File: src/rtl/fan_ctrl.sv
// Multi-channel Wishbone fan controller: per-channel PWM drive and filtered tach edge counting.
// Define FAN_STALL_IRQ_EN to build the stall detector with its STAT/MASK/THRESH registers and IRQ.
module fan_ctrl #(
  parameter int unsigned CH_NUM   = 4,
  parameter int unsigned PWM_W    = 10,
  parameter int unsigned CNT_W    = 27,
  parameter int unsigned WIN_CNT  = 50000000 - 1,
  parameter int unsigned FILT_LEN = 3
) (
  input  logic              CLK_I,
  input  logic              RST_I,
  input  logic              FAN_STB_I,
  input  logic              FAN_WE_I,
  input  logic [5:0]        FAN_ADR_I,
  input  logic [31:0]       FAN_DAT_I,
  output logic              FAN_ACK_O,
  output logic [31:0]       FAN_DAT_O,
  output logic [CH_NUM-1:0] FAN_PWM_O,
  input  logic [CH_NUM-1:0] FAN_TACH_I,
  output logic              FAN_IRQ_O
);

  localparam int unsigned WIN_W = (WIN_CNT == 0) ? 1 : $clog2(WIN_CNT + 1);

  localparam logic [3:0] WordCtrl   = 4'd8;
  localparam logic [3:0] WordStat   = 4'd9;
  localparam logic [3:0] WordMask   = 4'd10;
  localparam logic [3:0] WordThresh = 4'd11;

  logic              ack_q;
  logic [31:0]       dat_q;
  logic [PWM_W-1:0]  duty_q [CH_NUM];
  logic [CNT_W-1:0]  tach_q [CH_NUM];
  logic [CNT_W-1:0]  chan_q [CH_NUM];
  logic [CNT_W-1:0]  chan_nxt [CH_NUM];
  logic [3:0]        filt_cnt_q [CH_NUM];
  logic [CH_NUM-1:0] ctrl_q;
  logic [CH_NUM-1:0] pwm_q;
  logic [CH_NUM-1:0] sync1_q, sync2_q, filt_lvl_q;
  logic [CH_NUM-1:0] differ, accept, fall;
  logic [PWM_W-1:0]  pwm_cnt_q;
  logic [WIN_W-1:0]  win_q;
  logic              win_end;
  logic [CH_NUM-1:0] stat_q, mask_q;
  logic [CNT_W-1:0]  thresh_q;
  logic              acc, wr;
  logic [3:0]        word;
  logic              aligned;
  logic [31:0]       rdata;
  logic              unused_dat;

  assign acc     = FAN_STB_I & ~ack_q;
  assign wr      = acc & FAN_WE_I;
  assign word    = FAN_ADR_I[5:2];
  assign aligned = (FAN_ADR_I[1:0] == 2'b00);
  assign win_end = (win_q == WIN_W'(WIN_CNT));
  assign unused_dat = ^FAN_DAT_I;

  // A level change is accepted on the FILT_LEN-th consecutive differing sample.
  always_comb begin
    differ = '0;
    accept = '0;
    fall   = '0;
    for (int n = 0; n < CH_NUM; n++) begin
      differ[n]   = sync2_q[n] ^ filt_lvl_q[n];
      accept[n]   = differ[n] & (filt_cnt_q[n] == 4'(FILT_LEN - 1));
      fall[n]     = accept[n] & ~sync2_q[n];
      chan_nxt[n] = chan_q[n];
      if (fall[n] && (chan_q[n] != {CNT_W{1'b1}})) chan_nxt[n] = chan_q[n] + CNT_W'(1);
    end
  end

  always_comb begin
    rdata = '0;
    if (aligned) begin
      for (int n = 0; n < CH_NUM; n++) begin
        if (word == 4'(n))     rdata = 32'(duty_q[n]);
        if (word == 4'(n + 4)) rdata = 32'(tach_q[n]);
      end
      if (word == WordCtrl)   rdata = 32'(ctrl_q);
      if (word == WordStat)   rdata = 32'(stat_q);
      if (word == WordMask)   rdata = 32'(mask_q);
      if (word == WordThresh) rdata = 32'(thresh_q);
    end
  end

  always_ff @(posedge CLK_I) begin
    if (RST_I) begin
      ack_q      <= 1'b0;
      dat_q      <= '0;
      ctrl_q     <= '0;
      pwm_q      <= '0;
      pwm_cnt_q  <= '0;
      win_q      <= '0;
      sync1_q    <= '0;
      sync2_q    <= '0;
      filt_lvl_q <= '0;
      for (int n = 0; n < CH_NUM; n++) begin
        duty_q[n]     <= '0;
        tach_q[n]     <= '0;
        chan_q[n]     <= '0;
        filt_cnt_q[n] <= '0;
      end
    end else begin
      ack_q     <= acc;
      dat_q     <= (acc && !FAN_WE_I) ? rdata : 32'd0;
      pwm_cnt_q <= pwm_cnt_q + PWM_W'(1);
      win_q     <= win_end ? '0 : win_q + WIN_W'(1);
      sync1_q   <= FAN_TACH_I;
      sync2_q   <= sync1_q;
      if (wr && aligned && word == WordCtrl) ctrl_q <= FAN_DAT_I[CH_NUM-1:0];
      for (int n = 0; n < CH_NUM; n++) begin
        if (wr && aligned && word == 4'(n)) duty_q[n] <= FAN_DAT_I[PWM_W-1:0];
        pwm_q[n] <= ctrl_q[n] & ((duty_q[n] == {PWM_W{1'b1}}) | (pwm_cnt_q < duty_q[n]));
        if (!differ[n]) begin
          filt_cnt_q[n] <= '0;
        end else if (accept[n]) begin
          filt_lvl_q[n] <= sync2_q[n];
          filt_cnt_q[n] <= '0;
        end else begin
          filt_cnt_q[n] <= filt_cnt_q[n] + 4'd1;
        end
        // An edge on the terminal cycle still belongs to the closing window.
        if (win_end) begin
          tach_q[n] <= chan_nxt[n];
          chan_q[n] <= '0;
        end else begin
          chan_q[n] <= chan_nxt[n];
        end
      end
    end
  end

`ifdef FAN_STALL_IRQ_EN
  logic              irq_q;
  logic [CH_NUM-1:0] stall_set;
  logic [CH_NUM-1:0] stat_d;

  always_comb begin
    stall_set = '0;
    for (int n = 0; n < CH_NUM; n++) begin
      stall_set[n] = win_end & ctrl_q[n] & (duty_q[n] != '0) & (chan_nxt[n] < thresh_q);
    end
    stat_d = stat_q;
    if (wr && aligned && word == WordStat) stat_d = stat_d & ~FAN_DAT_I[CH_NUM-1:0];
    stat_d = stat_d | stall_set;  // a new stall beats a simultaneous clear
  end

  always_ff @(posedge CLK_I) begin
    if (RST_I) begin
      stat_q   <= '0;
      mask_q   <= '0;
      thresh_q <= '0;
      irq_q    <= 1'b0;
    end else begin
      stat_q <= stat_d;
      irq_q  <= |(stat_q & mask_q);
      if (wr && aligned && word == WordMask)   mask_q   <= FAN_DAT_I[CH_NUM-1:0];
      if (wr && aligned && word == WordThresh) thresh_q <= FAN_DAT_I[CNT_W-1:0];
    end
  end

  assign FAN_IRQ_O = irq_q;
`else
  assign stat_q    = '0;
  assign mask_q    = '0;
  assign thresh_q  = '0;
  assign FAN_IRQ_O = 1'b0;
`endif

  assign FAN_ACK_O = ack_q;
  assign FAN_DAT_O = dat_q;
  assign FAN_PWM_O = pwm_q;

endmodule

File: config.mk
export PLATFORM = sky130hd
export DESIGN_NAME = fan_ctrl
export DESIGN_NICKNAME = d
export VERILOG_FILES = /design/src/rtl/fan_ctrl.sv
export SDC_FILE = /design/constraint.sdc
export NUM_CORES = 1
export LEC_CHECK = 0
export CAP_MARGIN = 40
export CORE_ASPECT_RATIO = 1.5
export CORE_MARGIN = 2
export CORE_UTILIZATION = 55
export DETAILED_ROUTE_END_ITERATION = 8
export PLACE_DENSITY = 0.8
export RECOVER_POWER = 50
export SYNTH_ARGS = -nofsm -noshare
export SYNTH_HDL_FRONTEND = slang
export SYNTH_SLANG_ARGS = --single-unit
File: constraint.sdc
create_clock -name CLK_I -period 8.7 [get_ports CLK_I]
set_input_delay 2.61 -clock CLK_I [delete_from_list [all_inputs] [get_ports CLK_I]]
set_output_delay 2.61 -clock CLK_I [all_outputs]
set_load 0.01 [all_outputs]
* Yosys cells after proc, flatten, opt, wreduce, memory -nomap -nowiden
Memory sizes are Yosys's and may differ from the RTL's.
Cells that the tools add are included.
** Operators by class
- Bitwise logic cells :: 57
- Order comparisons :: 4
- Reductions and logical operators :: 22
- Eq/ne operators :: 24
- Add/subtract/negate cells :: 10
- Multiplexer cells :: 105
** Operator list (number)
- 27-bit 2-to-1 mux :: 23
- 27-bit by 1-bit adder with 27-bit output, second input constant :: 4
- 27-bit inequality test, second input constant :: 4
- 1-bit 2-to-1 mux :: 64
- 4-bit 2-to-1 mux :: 13
- 10-bit 2-to-1 mux :: 5
- 10-bit == test, second input constant :: 4
- 10-bit less-than comparator :: 4
- 1-bit OR :: 32
- 26-bit by 1-bit adder with 26-bit output, second input constant :: 1
- 26-bit == test, second input constant :: 1
- 4-bit by 2-bit == test with 1-bit output, second input constant :: 6
- 4-bit by 1-bit adder with 4-bit output, second input constant :: 4
- 4-bit by 3-bit == test with 1-bit output, second input constant :: 4
- 4-bit == test, second input constant :: 4
- 1-bit bitwise AND :: 14
- 14-bit OR reduction :: 1
- 1-bit logical AND :: 11
- 10-bit by 1-bit adder with 10-bit output, second input constant :: 1
- 2-bit AND reduction :: 4
- 1-bit inverter :: 7
- 7-bit OR reduction :: 1
- 6-bit OR reduction :: 1
- 4-bit by 1-bit == test with 1-bit output, second input constant :: 1
- 5 further kinds :: 8
** Word-level totals
- Bits of input ports :: 46
- Bits in registers :: 89
- Word-level logic and storage cells :: 240
- Bits in writable memories :: 272
- Output and inout port bits :: 38
- Memories :: 4
** Memory list
- chan_q :: depth 4, width 27, read ports 4, clocked after Yosys merged registers in 0, wr ports 4, line 34 : logic [CNT_W-1:0] chan_q [CH_NUM];
- tach_q :: depth 4, width 27, read ports 4, clocked after Yosys merged registers in 0, wr ports 4, line 33 : logic [CNT_W-1:0] tach_q [CH_NUM];
- duty_q :: depth 4, width 10, read ports 4, clocked after Yosys merged registers in 0, wr ports 4, line 32 : logic [PWM_W-1:0] duty_q [CH_NUM];
- filt_cnt_q :: depth 4, width 4, read ports 4, clocked after Yosys merged registers in 0, wr ports 4, line 36 : logic [3:0] filt_cnt_q [CH_NUM];

* Logic depth before layout (Yosys ltp)
Gate-level depths: netlist (run 1).
- Depth in word-level cells :: 10
- Mapped depth :: 8

* Worst setup path after synthesis (run 1)
OpenSTA, ideal clock, no wires.
- Path kind :: input port to flip-flop
- Start point :: input RST_I
- End point :: memory tach_q[0][0] (enable)
- Stages on the path :: 5
- Arrival :: 4.698 ns
- Setup slack :: 3.581 ns
- Required time :: 8.279 ns
- Cell sequence :: clkbuf_1 a21oi_1 inv_1 clkbuf_1 buf_2
** RTL lines
- from (decl) :: line 11 : input logic RST_I,
- to (decl) :: line 33

==> results of run 1 <==
-- state kept, by name, summed over array words and instances (netlist names) --
signal and flops:
chan_q 108, tach_q 108, duty_q 40, FAN_DAT_O 27, win_q 26, filt_cnt_q 16, pwm_cnt_q 10, FAN_PWM_O 4
ctrl_q 4, filt_lvl_q 4, sync1_q 4, sync2_q 4, FAN_ACK_O 1
-- area by class of cell --
cell class / instances / area, sq um / area share [%]
Tap cell: 410 / 513 / 2.52
Inverter: 58 / 225 / 1.11
Timing Repair Buffer: 78 / 731 / 3.59
Sequential cell: 356 / 9850 / 48.4
Clock inverter: 11 / 136 / 0.670
Clock buffer: 53 / 1110 / 5.45
Multi-Input combinational cell: 1249 / 7790 / 38.3
-- worst register-to-register path, delay by kind of cell, from the launching register on --
| kind | cells | cell delay (ns) |
|---|---|---|
| adder cells (fa/ha/maj) | 1 | 0.24 |
| buffers and inverters | 2 | 1.66 |
| flip-flops | 1 | 0.33 |
| AND/OR/NAND/NOR | 4 | 1.04 |
-- Yosys cell counts (all sizes together) (12+ instances only) --
cell     count
a2111oi     12
a211oi      23
a21oi       96
a22oi       35
and2        56
and3        18
and4        27
buf         28
clkbuf      38
dfxtp       84
edfxtp     272
ha          50
inv         57
mux2i       32
nand2       68
nand2b      12
nand3       51
nand4       55
nor2       229
nor2b       13
nor3        22
nor4        29
o21ai       37
or3         28
or4         13
xnor2       80
xor2        27
-- worst max path at each step --
| stage | cells past startpoint | slack [ns] | from | end |
|---|---|---|---|---|
| after floorplan | 5 | 3.58 | RST_I | tach_q[0][0] |
| after global placement | 5 | 3.05 | FAN_ADR_I[3] | FAN_DAT_O[13] |
| after detailed placement | 6 | 3.20 | RST_I | chan_q[3][11] |
| after CTS | 6 | 3.77 | RST_I | chan_q[2][25] |
| after global routing | 6 | 2.11 | RST_I | chan_q[0][17] |
| final | 7 | 2.36 | RST_I | tach_q[1][14] |
-- through the flow --
stage,power [uW],instances
after CTS,3790,2215
after global routing,3890,2215
after floorplan,2110,1729
final,3770,2215
after global placement,2180,2142
after detailed placement,2190,2151
-- metal layers --
| metal | up-vias | share of wire (%) |
|---|---|---|
| met4 | 0 | 6.0 |
| met1 | 6322 | 38 |
| met5 | - | 0 |
| met2 | 547 | 50 |
| met3 | 125 | 5.8 |
| li1 | 6220 | - |
-- power groups by stage --
| stage | logic, uW | registers (uW) | clock network (uW) |
|---|---|---|---|
| finish | 189 | 1970 | 1610 |
| global route | 210 | 1980 | 1700 |
| CTS | 187 | 1970 | 1640 |
| detailed placement | 186 | 2000 | 0 |
| global placement | 180 | 2000 | 0 |
| floorplan | 130 | 1980 | 0 |
-- kinds of logic (layout without fill, tap and decap cells) --
kind of cell,count (synthesis),count (layout),synth area share [%]
buffers and inverters,124,200,2.89
XOR/XNOR,107,107,5.31
adder cells (fa/ha/maj),50,50,3.55
AND/OR/NAND/NOR,651,651,19.9
AO/OA/AOI/OAI,279,279,10.7
other,2,130,0.0426
flip-flops,356,356,55.8
multiplexers,32,32,1.82
==> metrics, run 1 <==
Vias/cell=just under 6; register area share after synthesis=55.8%; Syn Inst Count=between 1500 and 2000; top cell type by total area after synthesis=edfxtp_1; kind of critical path=in -> reg; Final WS setup=2.36 ns; Total Die Area=between 0.03 and 0.04 sq mm; Most used DFF post-synth=edfxtp_1; most common cell after layout, fill and taps aside=edfxtp_1; Post-synth EDFFs=roughly 270; violated checks=capacitance limit, slew limit; GR met3 Demand/Resource=3.46%; Clock Pin Slew Worst Setup and Hold Paths=~0.060 ns; Worst Clk Skew=approximately 0.014 ns; Finished Core Util=about 64%; CP max FO=68; GRT Total Usage=about 25%; most frequent CP cell=clkbuf_1; CP bufs+invs=5; Port Buffers=55; CTS root buffer=clkbuf_16; hold crit path type=reg -> reg; Reg-to-Reg Start=win_q[0]; # rows=80; Syn Std Cell Area=about 0.018 sq mm; Syn-to-layout area delta=15.4%; synthesized flop and latch total=between 300 and 400; max_cap viols=2; H-tree Lvls=2; Ant. Diodes=0; WL final=42100 um; Post-synth ARST share=0%; Hold Path End=sync2_q[3]; switching portion of total power=a little over a fifth; Crit. End Element=register; final setup fails=0; crit-path cells=clkbuf_1, clkinv_1, clkbuf_1, nand3_1, buf_16, clkbuf_1, nor2_1; FF-to-FF End=tach_q[1][14]; DRT Pass-1 Iters=5; Pleak=~0.0073 uW; Worst Tran Pin Value=roughly 1.7 ns; Clk pwr share=a little over two fifths; Initial Utilization=around 56%; overall die width=roughly 150 um; Top delay family on crit path=buffers and inverters; Post-CTS Resized=0; Clk Latency, worst-skew pair=roughly 0.52 ns; Via Count=around 13000; Slew headroom=-14.6%; final hold viol count=0; DRT antenna net count=0; Worst path max stage delay=1.28 ns; fin. max-slew vios=63; final instance area=0.0204 sq mm; Startpoint Class=input port; Fill cells=between 2000 and 2500; share of cells above drive strength 1=about 5.8%; Tmin final=around 6.3 ns; IO Pins=84; status=complete, but fails checks; Seq pwr share=a little over half; Yosys cell types=66; Fmax=between 150 and 200 MHz; Critical Path AT=roughly 6.5 ns; met2 GRT Util=~44%; initial DRC count=approximately 1000; maximum vdd drop=about 0.00014 V; fin crit share=about 73%; Int Pwr=just under 3000 uW; TritonCTS Buffers=36; Critical Path RT=~8.9 ns; P_sw=~820 uW; final setup TNS=0 ns; hold buffers post-CTS=0; Core Area=~0.032 sq mm; hold_sp=sync1_q[3]; vias in the first global route=approximately 13000; Setup WS pre-CTS=3.20 ns; Post-CTS Repair Setup Buffers=0; unrepaired setup endpoints after global routing=false; clk buf depth=3; first-pass GRT wire length=67000 um; highest-count cells in the layout ignoring fill and taps=edfxtp_1, nor2_1, conb_1; P per Cell Area=approximately 190 mW/mm^2; final hold slack=0.442 ns; DRC errors left=0; DP HPWL=about 30000 um; placed inst area=between 0.015 and 0.02 sq mm; grt total ovfl=0; Final GP Congestion=between 0.9 and 1; r2r worst-path depth=7; share of the synthesized area in the top cell type=a little under half; syn_area_per_cell=approximately 11 sq um; die height=223 um; M1 GR Usage=30.6%; top cells by area, synth=edfxtp_1, dfxtp_1, nor2_1; part of the power in combinational logic=under 10%; clk sinks=roughly 360; TritonCTS clock tree=built; Nets=around 1900; DR WL/cell=approximately 19 um; R2R Setup Slk=5.10 ns; Yosys warnings=0; CP max-delay cell=clkbuf_1; Min-Delay Path Depth=1; busiest metal layer after global routing=met2; initial antenna violation count=0; largest net degree at the start of global routing=around 110
Note: power is estimated with default switching activity, not from simulation.
==> inputs of run 2 (changes only) <==
Clock period 8.7 ns to 6.25 ns, I/O delays scaled along.
==> metrics, run 2 (synthesis gave the netlist of run 1 again) <==
Startpoint Class=input port; Vias/cell=5.92 (-0.73%); TritonCTS clock tree=built; clk sinks=356 (unchanged); Int Pwr=4080 uW (+38%); part of the power in combinational logic=5.0% (about the same); initial DRC count=1182 (+15%); Worst path max stage delay=1.47 ns (+0.19 ns); fin crit share=between 70 and 80%; vias in the first global route=12700 (-1.9%); maximum vdd drop=0.000159 V (+13%); Initial Utilization=55.6% (unchanged); Final GP Congestion=0.928 (-1.4%); final hold viol count=0 (unchanged); Fmax=221 MHz; CTS root buffer=clkbuf_16; busiest metal layer after global routing=met2; kind of critical path=in -> reg; Nets=1876 (+0.053%); violated checks=capacitance limit, slew limit; Clk pwr share=42.9% (+0.2 points); M1 GR Usage=30.3% (-0.34 points); Crit. End Element=register; Pleak=0.00720 uW (-0.97%); switching portion of total power=22.5% (+0.69 points); Largest regs=chan_q x108, tach_q x108, duty_q x40; crit-path cells=clkbuf_1, clkbuf_1, nor4b_1, nand2_1, a21oi_1; Clock Pin Slew Worst Setup and Hold Paths=0.06 ns (about the same); unrepaired setup endpoints after global routing=false; Post-CTS Resized=0 (unchanged); final setup fails=0 (unchanged); grt total ovfl=0 (unchanged); CP bufs+invs=2 (-3); max_cap viols=1 (-1); fin. max-slew vios=29 (-54%); Via Count=13100 (-0.60%); Syn-to-layout area delta=15.4% (unchanged); status=complete, but fails checks; clk buf depth=3 (unchanged); GR met3 Demand/Resource=3.66% (+0.20 points); placed inst area=0.0191 sq mm (about the same); DRC errors left=0 (unchanged); Top delay family on crit path=buffers and inverters; first-pass GRT wire length=66000 um (-1.4%); Final Non-Filler Cells=2218 (+0.14%); Core Area=0.0317 sq mm (unchanged); Worst Clk Skew=0.0234 ns (+0.00941 ns); DP HPWL=30100 um (+0.66%); share of cells above drive strength 1=5.75% (-0.065 points); CP max-delay cell=clkbuf_1; Tmin final=about 4.5 ns; highest-count cells in the layout ignoring fill and taps=edfxtp_1, nor2_1, conb_1; CP max FO=28 (-59%); Port Buffers=55 (unchanged); final hold slack=0.438 ns (-0.00352 ns); hold crit path type=reg -> reg; die height=223 um (unchanged); final setup TNS=0 ns (unchanged); largest net degree at the start of global routing=125 (+13%); hold buffers post-CTS=0 (unchanged); Ant. Diodes=0 (unchanged); WL final=42200 um (about the same); Critical Path RT=6.60 ns (-2.27 ns); TritonCTS Buffers=36 (unchanged); IO Pins=84 (unchanged); Clk Latency, worst-skew pair=0.54 ns (+0.02 ns); Critical Path AT=4.87 ns (-1.64 ns); overall die width=150 um (unchanged); P_sw=1180 uW (+44%); Overall Power=5260 uW (+40%); initial antenna violation count=0 (unchanged); DRT Pass-1 Iters=6 (+1); DR WL/cell=19.0 um (about the same); Total Die Area=0.0336 sq mm (unchanged); Slew headroom=-33.1% (-19 points); Post-CTS Repair Setup Buffers=0 (unchanged); DRT antenna net count=0 (unchanged); Seq pwr share=52.1% (about the same); GRT Total Usage=25.3% (-0.10 points); Post-Place Cells=2151 (unchanged); # rows=80 (unchanged); met2 GRT Util=43.0% (-0.66 points); P per Cell Area=258 mW/mm^2 (+40%); final instance area=0.0204 sq mm (unchanged); H-tree Lvls=2 (unchanged); most common cell after layout, fill and taps aside=edfxtp_1; most frequent CP cell=clkbuf_1; Worst Tran Pin Value=2.00 ns (+0.278 ns)
==> run 2: cell count changes in the layout (fill, tap and decap cells not counted), moves of 2 or more <==
cell	previous run	this run
clkbuf_8	8	1
clkinvlp_4	1	3
clkbuf_1	10	12
clkinv_1	1	3
dlygate4sd3_1	32	20
clkdlybuf4s15_2	1	3
clkdlybuf4s18_2	2	0
clkinv_2	6	3
inv_6	0	4
clkdlybuf4s50_1	22	34
==> run 2: per-stage QoR <==
| stage | setup WS (ns) | util [%] |
|---|---|---|
| after CTS | 2.42 | 64.2 |
| after detailed placement | 1.88 | 60.3 |
| final | 1.73 | 64.2 |
| after global routing | 1.51 | 64.2 |
| after floorplan | 1.87 | - |
| after global placement | 1.61 | 60.1 |
==> run 2: layout make-up <==
cell class	instances	area, sq um
Clock inverter	19	226
Timing Repair Buffer	79	733
Multi-Input combinational cell	1249	7800
Sequential cell	356	9850
Inverter	58	225
Fill cell	2433	11400
Tap cell	410	513
Clock buffer	47	1020
==> run 2: path summary, 6_finish.rpt <==
check / start / to / slack, ns / depth (start not counted)
worst min register to register: sync1_q[2] / sync2_q[2] / 0.44 / 1
worst max register to register: win_q[0] / chan_q[3][0] / 2.68 / 7
worst min-delay path: sync1_q[2] / sync2_q[2] / 0.44 / 1
worst max-delay path: RST_I / FAN_DAT_O[21] / 1.73 / 5
==> run 2: worst reg2reg max path: stages, from the launching register on <==
cell,delay (ns)
dfxtp_1,0.36
ha_1,0.21
and4_1,0.32
and4_1,0.35
a21oi_1,0.29
inv_8,0.59
clkbuf_1,1.06
nor2_1,0.11
==> run 2: power groups by stage <==
stage          sequential, uW  combinational (uW)  clock [uW]
2_1_floorplan            2760                 181           0
3_3_place_gp             2780                 250           0
3_5_place_dp             2790                 258           0
4_1_cts                  2740                 260        2280
5_1_grt                  2750                 292        2370
6_report                 2740                 263        2250
==> run 2: metal layers <==
layer	routed length, um	part of all wire (%)
met5	0	0
met4	2700	6.4
met3	2640	6.2
met2	21000	50
met1	15800	38
==> inputs of run 3 (changes only) <==
Settings changed: PLACE_DENSITY 0.8 to 0.83.
Clock period 6.25 ns to 4.1 ns, I/O delays scaled along.
==> metrics, run 3 (synthesis gave the netlist of run 1 again) <==
CP max FO=59 (+110%); R2R Setup Slk=0.77 ns (-1.91 ns); Port Buffers=55 (unchanged); overall die width=150 um (unchanged); final hold viol count=0 (unchanged); hold crit path type=reg -> reg; Setup WS pre-CTS=0.536 ns (-1.35 ns); Crit. End Element=register; maximum vdd drop=0.000237 V (+50%); largest net degree at the start of global routing=129 (+3.2%); Fmax=approximately 300 MHz; kind of critical path=reg -> reg; TritonCTS clock tree=built; Clock Pin Slew Worst Setup and Hold Paths=0.06 ns (about the same); Core Area=0.0317 sq mm (unchanged); hold_sp=sync1_q[3]; vias in the first global route=13100 (+3.5%); Clk Latency, worst-skew pair=0.53 ns (about the same); Nets=1878 (+0.11%); DR WL/cell=19.2 um (+0.97%); Worst path max stage delay=1.08 ns (-0.39 ns); H-tree Lvls=2 (unchanged); DRT Pass-1 Iters=8 (+2); TritonCTS Buffers=35 (-2.8%); fin crit share=approximately 81%; most common cell after layout, fill and taps aside=edfxtp_1; DP HPWL=30300 um (+0.77%); final setup TNS=0 ns (unchanged); FF-to-FF End=tach_q[0][11]; Overall Power=7760 uW (+48%); CTS root buffer=clkbuf_16; initial antenna violation count=0 (unchanged); Reg-to-Reg Start=win_q[0]; max_cap viols=1 (unchanged); P per Cell Area=383 mW/mm^2 (+48%); Top delay family on crit path=simple AND/OR/NAND/NOR gates; initial DRC count=1294 (+9.5%); Total Die Area=0.0336 sq mm (unchanged); Tmin final=around 3.3 ns; Critical Path AT=3.68 ns (-1.19 ns); CP bufs+invs=1 (-1); hold buffers post-CTS=0 (unchanged); share of cells above drive strength 1=5.70% (-0.055 points); status=complete, but fails checks; Final GP Congestion=0.943 (+1.6%); fin. max-slew vios=0 (-100%); Syn-to-layout area delta=15.0%; Vias/cell=5.95 (+0.46%); Worst Tran Pin Value=1.42 ns (-0.582 ns); Min-Delay Path Depth=1 (unchanged); die height=223 um (unchanged); crit-path cells=ha_1, and4_1, and4_1, nand3_2, buf_12, a21oi_1; clk sinks=356 (unchanged); Fill cells=2364 (-2.8%); first-pass GRT wire length=67200 um (+1.7%); CP max-delay cell=nand3_2; highest-count cells in the layout ignoring fill and taps=edfxtp_1, nor2_1, conb_1; Critical Path RT=4.45 ns (-2.15 ns); Post-CTS Resized=0 (unchanged); Worst Clk Skew=0.00745 ns (-0.0159 ns); Pleak=0.00722 uW (+0.17%); violated checks=capacitance limit; Startpoint Class=register; # rows=80 (unchanged); Initial Utilization=55.6% (unchanged); Final WS setup=0.766 ns (-0.968 ns); unrepaired setup endpoints after global routing=false; Hold Path End=sync2_q[3]; WL final=42600 um (+0.97%); most frequent CP cell=and4_1; GRT Total Usage=25.7% (+0.33 points); Largest regs=chan_q x108, tach_q x108, duty_q x40; final setup fails=0 (unchanged); Via Count=13200 (+0.46%); IO Pins=84 (unchanged); clk buf depth=3 (unchanged); Slew headroom=5.66% (+39 points); Post-CTS Repair Setup Buffers=0 (unchanged); r2r worst-path depth=6 (-1); grt total ovfl=0 (unchanged); DRT antenna net count=0 (unchanged); DRC errors left=0 (unchanged); Ant. Diodes=0 (unchanged)
==> run 3: cell count changes in the layout (fill, tap and decap cells not counted), moves of 2 or more <==
cell / previous run / this run
inv_6: 4 / 1
clkdlybuf4s50_1: 34 / 21
clkdlybuf4s15_2: 3 / 0
dlygate4sd3_1: 20 / 33
buf_4: 14 / 16
clkbuf_8: 1 / 4
and2_1: 50 / 47
clkbuf_1: 12 / 14
and2_0: 6 / 9
bufinv_16: 4 / 0
clkinvlp_4: 3 / 5
==> run 3: per-stage QoR <==
step,instance area [sq um],cells,hold slack [ns],utilization [%]
floorplan,18100,1729,0.414,-
global placement,19200,2153,0.425,60.4
detailed placement,19200,2155,0.424,60.5
CTS,20300,2218,0.448,64.1
global route,20300,2218,0.457,63.9
finish,20300,2218,0.442,63.9
==> run 3: metal layers <==
metal  vias to the layer above  GRT usage (%)  routed length, um
li1                       6236              -                  -
met1                      6329           29.9              15800
met2                       501           44.7              21800
met3                       129           3.39               2300
met4                         0           15.0               2740
met5                         -              0                  0
==> run 3: final cells by class <==
| cell class | instances | area [sq um] | share of cell area [%] |
|---|---|---|---|
| sequential | 356 | 9850 | 48.6 |
| multi-input combinational | 1249 | 7800 | 38.5 |
| clock buffer | 50 | 1060 | 5.21 |
| timing repair buffer | 82 | 756 | 3.73 |
| tap | 410 | 513 | 2.53 |
| inverter | 58 | 225 | 1.11 |
| clock inverter | 13 | 81.3 | 0.401 |
==> run 3: report_power, final <==
| group | switching [uW] | internal (uW) |
|---|---|---|
| sequential | 140 | 4040 |
| clock | 1370 | 1810 |
| combinational | 257 | 146 |
==> run 3: worst max path at each step <==
stage	end	cells past startpoint	slack (ns)	startpoint
2_1_floorplan	tach_q[0][0]	5	0.36	RST_I
3_3_place_gp	duty_q[0][6]	4	0.62	FAN_ADR_I[5]
3_5_place_dp	FAN_DAT_O[15]	6	0.54	FAN_ADR_I[3]
4_1_cts	FAN_DAT_O[15]	6	1.03	FAN_ADR_I[3]
5_1_grt	tach_q[1][7]	6	0.58	win_q[0]
6_report	tach_q[0][11]	6	0.77	win_q[0]
